### src/rtl/piece_move_ctrl_if.sv
`default_nettype none
// +----------------------------------------------------------------------+
// | piece_move_ctrl_if : request, calculator, board and state bundle     |
// | Revision 1.0                                                         |
// +----------------------------------------------------------------------+
interface piece_move_ctrl_if #(
  parameter int BITS_PER_BLOCK = 3
);
  logic                      req_valid;
  logic [2:0]                req_op;
  logic [BITS_PER_BLOCK-1:0] req_piece;
  logic                      req_ready;

  logic [BITS_PER_BLOCK-1:0] calc_piece;
  logic [3:0]                calc_x;
  logic [4:0]                calc_y;
  logic [1:0]                calc_rot;
  logic [7:0]                calc_blk_1;
  logic [7:0]                calc_blk_2;
  logic [7:0]                calc_blk_3;
  logic [7:0]                calc_blk_4;
  logic [2:0]                calc_width;
  logic [2:0]                calc_height;

  logic [7:0]                board_rd_addr;
  logic                      board_rd_data;

  logic [BITS_PER_BLOCK-1:0] cur_piece;
  logic [3:0]                cur_x;
  logic [4:0]                cur_y;
  logic [1:0]                cur_rot;
  logic                      done;
  logic                      ok;
  logic                      landed;
  logic                      game_over;

  // Environment side: requester, calculator, board memory and consumers
  modport master (
    output req_valid, req_op, req_piece,
    input  req_ready,
    input  calc_piece, calc_x, calc_y, calc_rot,
    output calc_blk_1, calc_blk_2, calc_blk_3, calc_blk_4, calc_width, calc_height,
    input  board_rd_addr,
    output board_rd_data,
    input  cur_piece, cur_x, cur_y, cur_rot, done, ok, landed, game_over
  );

  modport slave (
    input  req_valid, req_op, req_piece,
    output req_ready,
    output calc_piece, calc_x, calc_y, calc_rot,
    input  calc_blk_1, calc_blk_2, calc_blk_3, calc_blk_4, calc_width, calc_height,
    output board_rd_addr,
    input  board_rd_data,
    output cur_piece, cur_x, cur_y, cur_rot, done, ok, landed, game_over
  );
endinterface
`default_nettype wire

### src/rtl/piece_move_ctrl.sv
`default_nettype none
// +----------------------------------------------------------------------+
// | piece_move_ctrl : validates and commits falling-piece move requests  |
// | Revision 1.0                                                         |
// +----------------------------------------------------------------------+
module piece_move_ctrl #(
  parameter int                        BLOCKS_WIDE    = 10,
  parameter int                        BLOCKS_HIGH    = 20,
  parameter int                        SPAWN_X        = 4,
  parameter int                        BITS_PER_BLOCK = 3,
  parameter logic [BITS_PER_BLOCK-1:0] EMPTY_BLOCK    = '0
) (
  input  logic               clk,
  input  logic               rst_n,
  piece_move_ctrl_if.slave   bus
);

  localparam logic [2:0] c_op_left  = 3'd0;
  localparam logic [2:0] c_op_right = 3'd1;
  localparam logic [2:0] c_op_rot   = 3'd2;
  localparam logic [2:0] c_op_down  = 3'd3;
  localparam logic [2:0] c_op_spawn = 3'd4;
  localparam logic [4:0] c_wide     = 5'(BLOCKS_WIDE);
  localparam logic [5:0] c_high     = 6'(BLOCKS_HIGH);
  localparam logic [3:0] c_spawn_x  = 4'(SPAWN_X);

  typedef enum logic [1:0] {
    ST_IDLE  = 2'd0,
    ST_BOUND = 2'd1,
    ST_READ  = 2'd2,
    ST_DONE  = 2'd3
  } state_t;

  state_t                    r_state, w_state_nxt;
  logic [2:0]                r_op, w_op_nxt;
  logic [BITS_PER_BLOCK-1:0] r_cand_piece, w_cand_piece_nxt;
  logic [3:0]                r_cand_x, w_cand_x_nxt;
  logic [4:0]                r_cand_y, w_cand_y_nxt;
  logic [1:0]                r_cand_rot, w_cand_rot_nxt;
  logic [2:0]                r_k, w_k_nxt;
  logic                      r_occ, w_occ_nxt;
  logic                      r_ok, w_ok_nxt;
  logic [BITS_PER_BLOCK-1:0] r_cur_piece, w_cur_piece_nxt;
  logic [3:0]                r_cur_x, w_cur_x_nxt;
  logic [4:0]                r_cur_y, w_cur_y_nxt;
  logic [1:0]                r_cur_rot, w_cur_rot_nxt;

  logic [7:0] w_rd_addr;
  logic       w_req_ready, w_done, w_landed, w_game_over;
  logic       w_imm_rej, w_fin, w_fin_ok;
  logic [4:0] w_x_sum;
  logic [5:0] w_y_sum;
  logic       w_occ_acc;

  // Sums widened so an out-of-range candidate can never wrap back in range
  assign w_x_sum   = {1'b0, r_cand_x} + {2'b00, bus.calc_width};
  assign w_y_sum   = {1'b0, r_cand_y} + {3'b000, bus.calc_height};
  assign w_occ_acc = r_occ | bus.board_rd_data;

  always_comb begin
    w_state_nxt      = r_state;
    w_op_nxt         = r_op;
    w_cand_piece_nxt = r_cand_piece;
    w_cand_x_nxt     = r_cand_x;
    w_cand_y_nxt     = r_cand_y;
    w_cand_rot_nxt   = r_cand_rot;
    w_k_nxt          = r_k;
    w_occ_nxt        = r_occ;
    w_ok_nxt         = r_ok;
    w_cur_piece_nxt  = r_cur_piece;
    w_cur_x_nxt      = r_cur_x;
    w_cur_y_nxt      = r_cur_y;
    w_cur_rot_nxt    = r_cur_rot;
    w_rd_addr        = '0;
    w_req_ready      = 1'b0;
    w_done           = 1'b0;
    w_landed         = 1'b0;
    w_game_over      = 1'b0;
    w_imm_rej        = 1'b0;
    w_fin            = 1'b0;
    w_fin_ok         = 1'b0;

    case (r_state)
      ST_IDLE: begin
        w_req_ready = 1'b1;
        if (bus.req_valid) begin
          w_op_nxt         = bus.req_op;
          w_k_nxt          = 3'd1;
          w_occ_nxt        = 1'b0;
          w_cand_piece_nxt = r_cur_piece;
          w_cand_x_nxt     = r_cur_x;
          w_cand_y_nxt     = r_cur_y;
          w_cand_rot_nxt   = r_cur_rot;
          case (bus.req_op)
            c_op_left:  w_cand_x_nxt   = r_cur_x - 4'd1;
            c_op_right: w_cand_x_nxt   = r_cur_x + 4'd1;
            c_op_rot:   w_cand_rot_nxt = r_cur_rot + 2'd1;
            c_op_down:  w_cand_y_nxt   = r_cur_y + 5'd1;
            c_op_spawn: begin
              w_cand_piece_nxt = bus.req_piece;
              w_cand_x_nxt     = c_spawn_x;
              w_cand_y_nxt     = '0;
              w_cand_rot_nxt   = '0;
            end
            default: ;
          endcase
          w_imm_rej = (bus.req_op > c_op_spawn) ||
                      ((bus.req_op != c_op_spawn) && (r_cur_piece == EMPTY_BLOCK)) ||
                      ((bus.req_op == c_op_left) && (r_cur_x == 4'd0));
          if (w_imm_rej) begin
            w_fin       = 1'b1;
            w_state_nxt = ST_DONE;
          end else begin
            w_state_nxt = ST_BOUND;
          end
        end
      end
      ST_BOUND: begin
        if ((w_x_sum > c_wide) || (w_y_sum > c_high)) begin
          w_fin       = 1'b1;
          w_state_nxt = ST_DONE;
        end else begin
          w_rd_addr   = bus.calc_blk_1;
          w_state_nxt = ST_READ;
        end
      end
      ST_READ: begin
        w_occ_nxt = w_occ_acc;
        case (r_k)
          3'd1:    w_rd_addr = bus.calc_blk_2;
          3'd2:    w_rd_addr = bus.calc_blk_3;
          3'd3:    w_rd_addr = bus.calc_blk_4;
          default: w_rd_addr = '0;
        endcase
        if (r_k >= 3'd4) begin
          w_fin       = 1'b1;
          w_fin_ok    = !w_occ_acc;
          w_state_nxt = ST_DONE;
        end else begin
          w_k_nxt = r_k + 3'd1;
        end
      end
      ST_DONE: begin
        w_done      = 1'b1;
        w_landed    = (r_op == c_op_down) && !r_ok;
        w_game_over = (r_op == c_op_spawn) && !r_ok;
        w_state_nxt = ST_IDLE;
      end
      default: w_state_nxt = ST_IDLE;
    endcase

    // Committed state is updated on entry to DONE so consumers see it with done
    if (w_fin) begin
      w_ok_nxt = w_fin_ok;
      if (w_fin_ok) begin
        w_cur_piece_nxt = w_cand_piece_nxt;
        w_cur_x_nxt     = w_cand_x_nxt;
        w_cur_y_nxt     = w_cand_y_nxt;
        w_cur_rot_nxt   = w_cand_rot_nxt;
      end else if (w_op_nxt == c_op_spawn) begin
        w_cur_piece_nxt = EMPTY_BLOCK;
      end
    end
  end

  always_ff @(posedge clk) begin
    if (!rst_n) begin
      r_state      <= ST_IDLE;
      r_op         <= '0;
      r_cand_piece <= '0;
      r_cand_x     <= '0;
      r_cand_y     <= '0;
      r_cand_rot   <= '0;
      r_k          <= '0;
      r_occ        <= 1'b0;
      r_ok         <= 1'b0;
      r_cur_piece  <= EMPTY_BLOCK;
      r_cur_x      <= '0;
      r_cur_y      <= '0;
      r_cur_rot    <= '0;
    end else begin
      r_state      <= w_state_nxt;
      r_op         <= w_op_nxt;
      r_cand_piece <= w_cand_piece_nxt;
      r_cand_x     <= w_cand_x_nxt;
      r_cand_y     <= w_cand_y_nxt;
      r_cand_rot   <= w_cand_rot_nxt;
      r_k          <= w_k_nxt;
      r_occ        <= w_occ_nxt;
      r_ok         <= w_ok_nxt;
      r_cur_piece  <= w_cur_piece_nxt;
      r_cur_x      <= w_cur_x_nxt;
      r_cur_y      <= w_cur_y_nxt;
      r_cur_rot    <= w_cur_rot_nxt;
    end
  end

  assign bus.req_ready     = w_req_ready;
  assign bus.calc_piece    = r_cand_piece;
  assign bus.calc_x        = r_cand_x;
  assign bus.calc_y        = r_cand_y;
  assign bus.calc_rot      = r_cand_rot;
  assign bus.board_rd_addr = w_rd_addr;
  assign bus.cur_piece     = r_cur_piece;
  assign bus.cur_x         = r_cur_x;
  assign bus.cur_y         = r_cur_y;
  assign bus.cur_rot       = r_cur_rot;
  assign bus.done          = w_done;
  assign bus.ok            = w_done & r_ok;
  assign bus.landed        = w_landed;
  assign bus.game_over     = w_game_over;

endmodule
`default_nettype wire

### src/flat_wrapper.sv
// flat-port wrapper written by rule: the top's interface ports become plain ports
module piece_move_ctrl_flat 
#(
  parameter int                        BLOCKS_WIDE    = 10,
  parameter int                        BLOCKS_HIGH    = 20,
  parameter int                        SPAWN_X        = 4,
  parameter int                        BITS_PER_BLOCK = 3,
  parameter logic [BITS_PER_BLOCK-1:0] EMPTY_BLOCK    = '0
)
  (clk, rst_n, bus_req_valid, bus_req_op, bus_req_piece, bus_req_ready, bus_calc_piece, bus_calc_x, bus_calc_y, bus_calc_rot, bus_calc_blk_1, bus_calc_blk_2, bus_calc_blk_3, bus_calc_blk_4, bus_calc_width, bus_calc_height, bus_board_rd_addr, bus_board_rd_data, bus_cur_piece, bus_cur_x, bus_cur_y, bus_cur_rot, bus_done, bus_ok, bus_landed, bus_game_over);
  piece_move_ctrl_if #(.BITS_PER_BLOCK(BITS_PER_BLOCK)) bus_i ();
  input  logic clk;
  input  logic rst_n;
  input wire logic [$bits(bus_i.req_valid)-1:0] bus_req_valid;
  input wire logic [$bits(bus_i.req_op)-1:0] bus_req_op;
  input wire logic [$bits(bus_i.req_piece)-1:0] bus_req_piece;
  output wire logic [$bits(bus_i.req_ready)-1:0] bus_req_ready;
  output wire logic [$bits(bus_i.calc_piece)-1:0] bus_calc_piece;
  output wire logic [$bits(bus_i.calc_x)-1:0] bus_calc_x;
  output wire logic [$bits(bus_i.calc_y)-1:0] bus_calc_y;
  output wire logic [$bits(bus_i.calc_rot)-1:0] bus_calc_rot;
  input wire logic [$bits(bus_i.calc_blk_1)-1:0] bus_calc_blk_1;
  input wire logic [$bits(bus_i.calc_blk_2)-1:0] bus_calc_blk_2;
  input wire logic [$bits(bus_i.calc_blk_3)-1:0] bus_calc_blk_3;
  input wire logic [$bits(bus_i.calc_blk_4)-1:0] bus_calc_blk_4;
  input wire logic [$bits(bus_i.calc_width)-1:0] bus_calc_width;
  input wire logic [$bits(bus_i.calc_height)-1:0] bus_calc_height;
  output wire logic [$bits(bus_i.board_rd_addr)-1:0] bus_board_rd_addr;
  input wire logic [$bits(bus_i.board_rd_data)-1:0] bus_board_rd_data;
  output wire logic [$bits(bus_i.cur_piece)-1:0] bus_cur_piece;
  output wire logic [$bits(bus_i.cur_x)-1:0] bus_cur_x;
  output wire logic [$bits(bus_i.cur_y)-1:0] bus_cur_y;
  output wire logic [$bits(bus_i.cur_rot)-1:0] bus_cur_rot;
  output wire logic [$bits(bus_i.done)-1:0] bus_done;
  output wire logic [$bits(bus_i.ok)-1:0] bus_ok;
  output wire logic [$bits(bus_i.landed)-1:0] bus_landed;
  output wire logic [$bits(bus_i.game_over)-1:0] bus_game_over;
  assign bus_i.req_valid = bus_req_valid;
  assign bus_i.req_op = bus_req_op;
  assign bus_i.req_piece = bus_req_piece;
  assign bus_req_ready = bus_i.req_ready;
  assign bus_calc_piece = bus_i.calc_piece;
  assign bus_calc_x = bus_i.calc_x;
  assign bus_calc_y = bus_i.calc_y;
  assign bus_calc_rot = bus_i.calc_rot;
  assign bus_i.calc_blk_1 = bus_calc_blk_1;
  assign bus_i.calc_blk_2 = bus_calc_blk_2;
  assign bus_i.calc_blk_3 = bus_calc_blk_3;
  assign bus_i.calc_blk_4 = bus_calc_blk_4;
  assign bus_i.calc_width = bus_calc_width;
  assign bus_i.calc_height = bus_calc_height;
  assign bus_board_rd_addr = bus_i.board_rd_addr;
  assign bus_i.board_rd_data = bus_board_rd_data;
  assign bus_cur_piece = bus_i.cur_piece;
  assign bus_cur_x = bus_i.cur_x;
  assign bus_cur_y = bus_i.cur_y;
  assign bus_cur_rot = bus_i.cur_rot;
  assign bus_done = bus_i.done;
  assign bus_ok = bus_i.ok;
  assign bus_landed = bus_i.landed;
  assign bus_game_over = bus_i.game_over;
  piece_move_ctrl #(.BLOCKS_WIDE(BLOCKS_WIDE), .BLOCKS_HIGH(BLOCKS_HIGH), .SPAWN_X(SPAWN_X), .BITS_PER_BLOCK(BITS_PER_BLOCK), .EMPTY_BLOCK(EMPTY_BLOCK)) u_core (.clk(clk), .rst_n(rst_n), .bus(bus_i));
endmodule
### config.mk
export PLATFORM = sky130hd
export DESIGN_NAME = piece_move_ctrl_flat
export DESIGN_NICKNAME = d
export VERILOG_FILES = /design/src/rtl/piece_move_ctrl_if.sv /design/src/rtl/piece_move_ctrl.sv /design/src/flat_wrapper.sv
export SDC_FILE = /design/constraint.sdc
export NUM_CORES = 1
export LEC_CHECK = 0
export CORE_ASPECT_RATIO = 1.75
export CORE_UTILIZATION = 46
export DETAILED_ROUTE_END_ITERATION = 12
export GPL_ROUTABILITY_DRIVEN = 0
export PLACE_DENSITY_LB_ADDON = 0.2
export SLEW_MARGIN = 20
export SYNTH_ARGS = -nofsm -noshare
export SYNTH_HDL_FRONTEND = slang
export SYNTH_SLANG_ARGS = --single-unit
export TNS_END_PERCENT = 30
### constraint.sdc
create_clock -name clk -period 3.11 [get_ports clk]
set_clock_uncertainty 0.05 [all_clocks]
set_input_delay 0.4665 -clock clk [delete_from_list [all_inputs] [get_ports clk]]
set_output_delay 0.4665 -clock clk [all_outputs]
set_load 0.05 [all_outputs]
==> metrics.cfg <==
[outcome]
status = completed

[grt]
antenna_found_initial = 0
grt_pass1_vias = 2819
overflow = 0
track_usage = 0.292
grt_max_degree = 17
grt_pass1_wl_um = 13300

[clock_tree]
clock_latency_ns = 0.29
cts_sinks = 38
ctsLongestPathBuffers = 2
cts_buffers = 5
clk_pin_slew_worst_paths_ns = 0.07
tritoncts = built
cts_max_level = 2
ctsHoldBuffers = 0
cts-root-buf = clkbuf_8

[timing]
slew_viol_final = 0
slew_headroom = 0.564
min_period_ns = 3.11
period_share = 1.00
max_freq_mhz = 322
hold_viol_final = 0
worst_pin_slew_ns = 0.654
finalSetupTns_ns = 0
rsz0062_at_grt = true
finalSetupViolations = 0

[layout]
fill_cells = 426
drive_gt1_frac = 0.169
seqCellArea_um2 = 766
multi_input_area_mm2 = 0.00189
nets = 502
area_delta_synth_final_pct = 53.8
n_antenna_cell = 0
fin_area_mm2 = 0.00397

[yosys]
synth_area_leader_cell = dfxtp_1
synth_nets = 405
synth-async-reset-ratio = 0
seq_area_frac_synth = 0.295
synth_edf_count = 0
synth_top_cell_area_share = 0.295
netlist_area_mm2 = 0.00258
ys_ff_latch = 38
synth_cell_types = 54
syn_inst = 336
synth_ff_type = dfxtp_1
avgSynthCellArea_um2 = 7.68
yosysWarnings = 0
synth_top_cells_by_area = dfxtp_1 29%, ha_1 8.7%, a21oi_1 7.8%

[power_and_ir_drop]
p_leak_nw = 1.46
vdd_drop_max_uv = 417
pwr_density_cell_mw_per_mm2 = 571
total_power_mw = 2.27

[placement]
portBuffers = 88
place_area_mm2 = 0.00370
hpwl_um = 6230

[floorplanning]
core_area_mm2 = 0.00534
rows = 35
dieHeight_um = 101
die_area_mm2 = 0.00592
io_pins = 89
initial_core_util = 0.483
chipWidth_um = 58.6

[drt]
wire_per_inst_um = 16.6
viasPerCell = 5.75
drc = 0
drt_pre_antenna_iters = 6
wl_um = 8400
first_iter_violations = 170
vias = 2913
ant_nets = 0

[worst_setup_path]
critPathSlowestCell = clkdlybuf4s50_1
crit_start = bus_calc_width[2]
worst_ep_required_time_ns = 2.59
crit_path_cell_trace = clkdlybuf4s50_1 -> ha_1 -> nor4bb_1 -> a32oi_1 -> o311a_4 -> a211oi_4 -> buf_6 -> a21oi_2 -> nor2b_2 -> buf_12
endpoint_kind = output port
crit_path_max_fanout = 8
worst-setup-path-type = in -> out
cp_slowest_stage_delay_ns = 0.40
cp-start-kind = input port
r2r_start = u_core.bus.calc_x[0]$_SDFF_PN0_
arrival_ns = 2.59

[run]
max_cap_viol_count = 0

[hold_path]
min_path_type = reg -> reg
worstHoldStart = u_core.bus.cur_y[4]$_SDFFE_PN0P_

-- area by class of cell --
type | instances | area share
Multi-Input combinational cell | 269 | 0.477
Clock buffer | 7 | 0.0192
Tap cell | 74 | 0.0233
Sequential cell | 38 | 0.193
Inverter | 12 | 0.0113
Timing Repair Buffer | 107 | 0.276
-- stage by stage --
step	setup WS (ns)	hold slack, ns	std cells	utilization
2_1_floorplan	-0.117	0.403	336	-
5_1_grt	-0.0905	0.470	507	0.743
6_report	0.000131	0.439	507	0.743
4_1_cts	-0.0142	0.440	506	0.729
3_3_place_gp	-0.369	0.416	495	0.692
3_5_place_dp	-0.484	0.427	495	0.692
-- where the power goes --
group	internal [mW]	total (mW)	switching [mW]	leakage (nW)
clock	0.155	0.323	0.169	0.0383
sequential	0.553	0.630	0.0765	0.311
combinational	0.570	1.31	0.743	1.12
total	1.28	2.27	0.989	1.46
-- timing repair --
item / CTS / global route
pin swaps: 17 / 9
buffers inserted: 4 / 1
resized for setup: 27 / 15
endpoints found under the setup margin: 8 / 8
-- flip-flops by register name (all words and copies together) (netlist names), 3 cells and up --
name / cells
u_core.bus.calc_y: 5
u_core.bus.cur_piece: 3
u_core.bus.cur_x: 4
u_core.bus.calc_x: 4
u_core.bus.cur_y: 5
u_core.r_k: 3
u_core.bus.calc_piece: 3
u_core.r_op: 3
-- critical path: cells and delay by family --
kind                     cells  cell delay (ns)
AO/OA/AOI/OAI                4             0.54
adder cells (fa/ha/maj)      1             0.32
buffers and inverters        3             0.75
AND/OR/NAND/NOR              2             0.50
-- path summary, 6_finish.rpt --
path | slack, ns | to | cells past startpoint
hold reg to reg | 0.44 | u_core.bus.cur_y[4]$_SDFFE_PN0P_ | 2
hold / removal | 0.44 | u_core.bus.cur_y[4]$_SDFFE_PN0P_ | 2
setup / recovery | 0.0001 | bus_board_rd_addr[2] | 10
setup reg to reg | 0.60 | u_core.bus.cur_piece[0]$_SDFFE_PN0P_ | 9
-- routing by layer --
layer | routed length, µm | vias up | part of all wire | track usage
li1 | - | 1406 | - | -
met5 | 0 | - | 0 | 0
met3 | 525 | 24 | 0.063 | 0.0436
met1 | 2870 | 1357 | 0.34 | 0.290
met2 | 4660 | 126 | 0.56 | 0.555
met4 | 337 | 0 | 0.040 | 0.163
-- cell usage in the layout, fill, tap and decap left out, drive strengths merged, types with 2 or more instances in the layout --
master and count:
nand2b 4, buf 28, a211oi 3, dfxtp 38
a222oi 8, nand4 4, nand2 47, o21bai 2
a221oi 4, nor2 31, o211ai 2, nor3b 3
clkdlybuf4s50 75, nor2b 12, nor3 20, o21ai 16
fa 3, a31oi 2, inv 12, o221ai 4
ha 18, and2 11, a31o 3, nor4bb 2
a21oi 40, clkbuf 8, or2 3, nor4b 2
dlygate4sd2 2, a21o 3, nand3 4
-- cells by family (layout without fill, tap and decap cells) --
logic type,count (synthesis),in the layout,share of synthesized area
and+or+nand+nor,147,147,0.280
AOI/OAI and AO/OA,97,97,0.254
DFF,38,38,0.295
buffers and inverters,29,126,0.0456
adders and majority gates,21,21,0.111
xor gates and xnor gates,2,2,0.00679
muxes,2,2,0.00824
-- cells in the mapped netlist, types with 2 or more instances --
library cell / count
clkbuf_1: 11
and2_1: 11
o21bai_1: 2
inv_1: 12
nor3_1: 20
or2_0: 2
a31oi_1: 2
nor4b_1: 2
nand4_1: 4
a211oi_1: 2
o221ai_1: 4
buf_2: 3
o211ai_1: 2
a221oi_1: 4
nor2b_1: 12
dfxtp_1: 38
a222oi_1: 8
nor2_1: 31
nor3b_1: 2
ha_1: 18
a21oi_1: 40
nand3_1: 4
nand2b_1: 4
nor4bb_1: 2
a31o_2: 3
a21o_1: 2
nand2_1: 47
o21ai_0: 16
fa_1: 3
(Power assumes the default switching activity.)
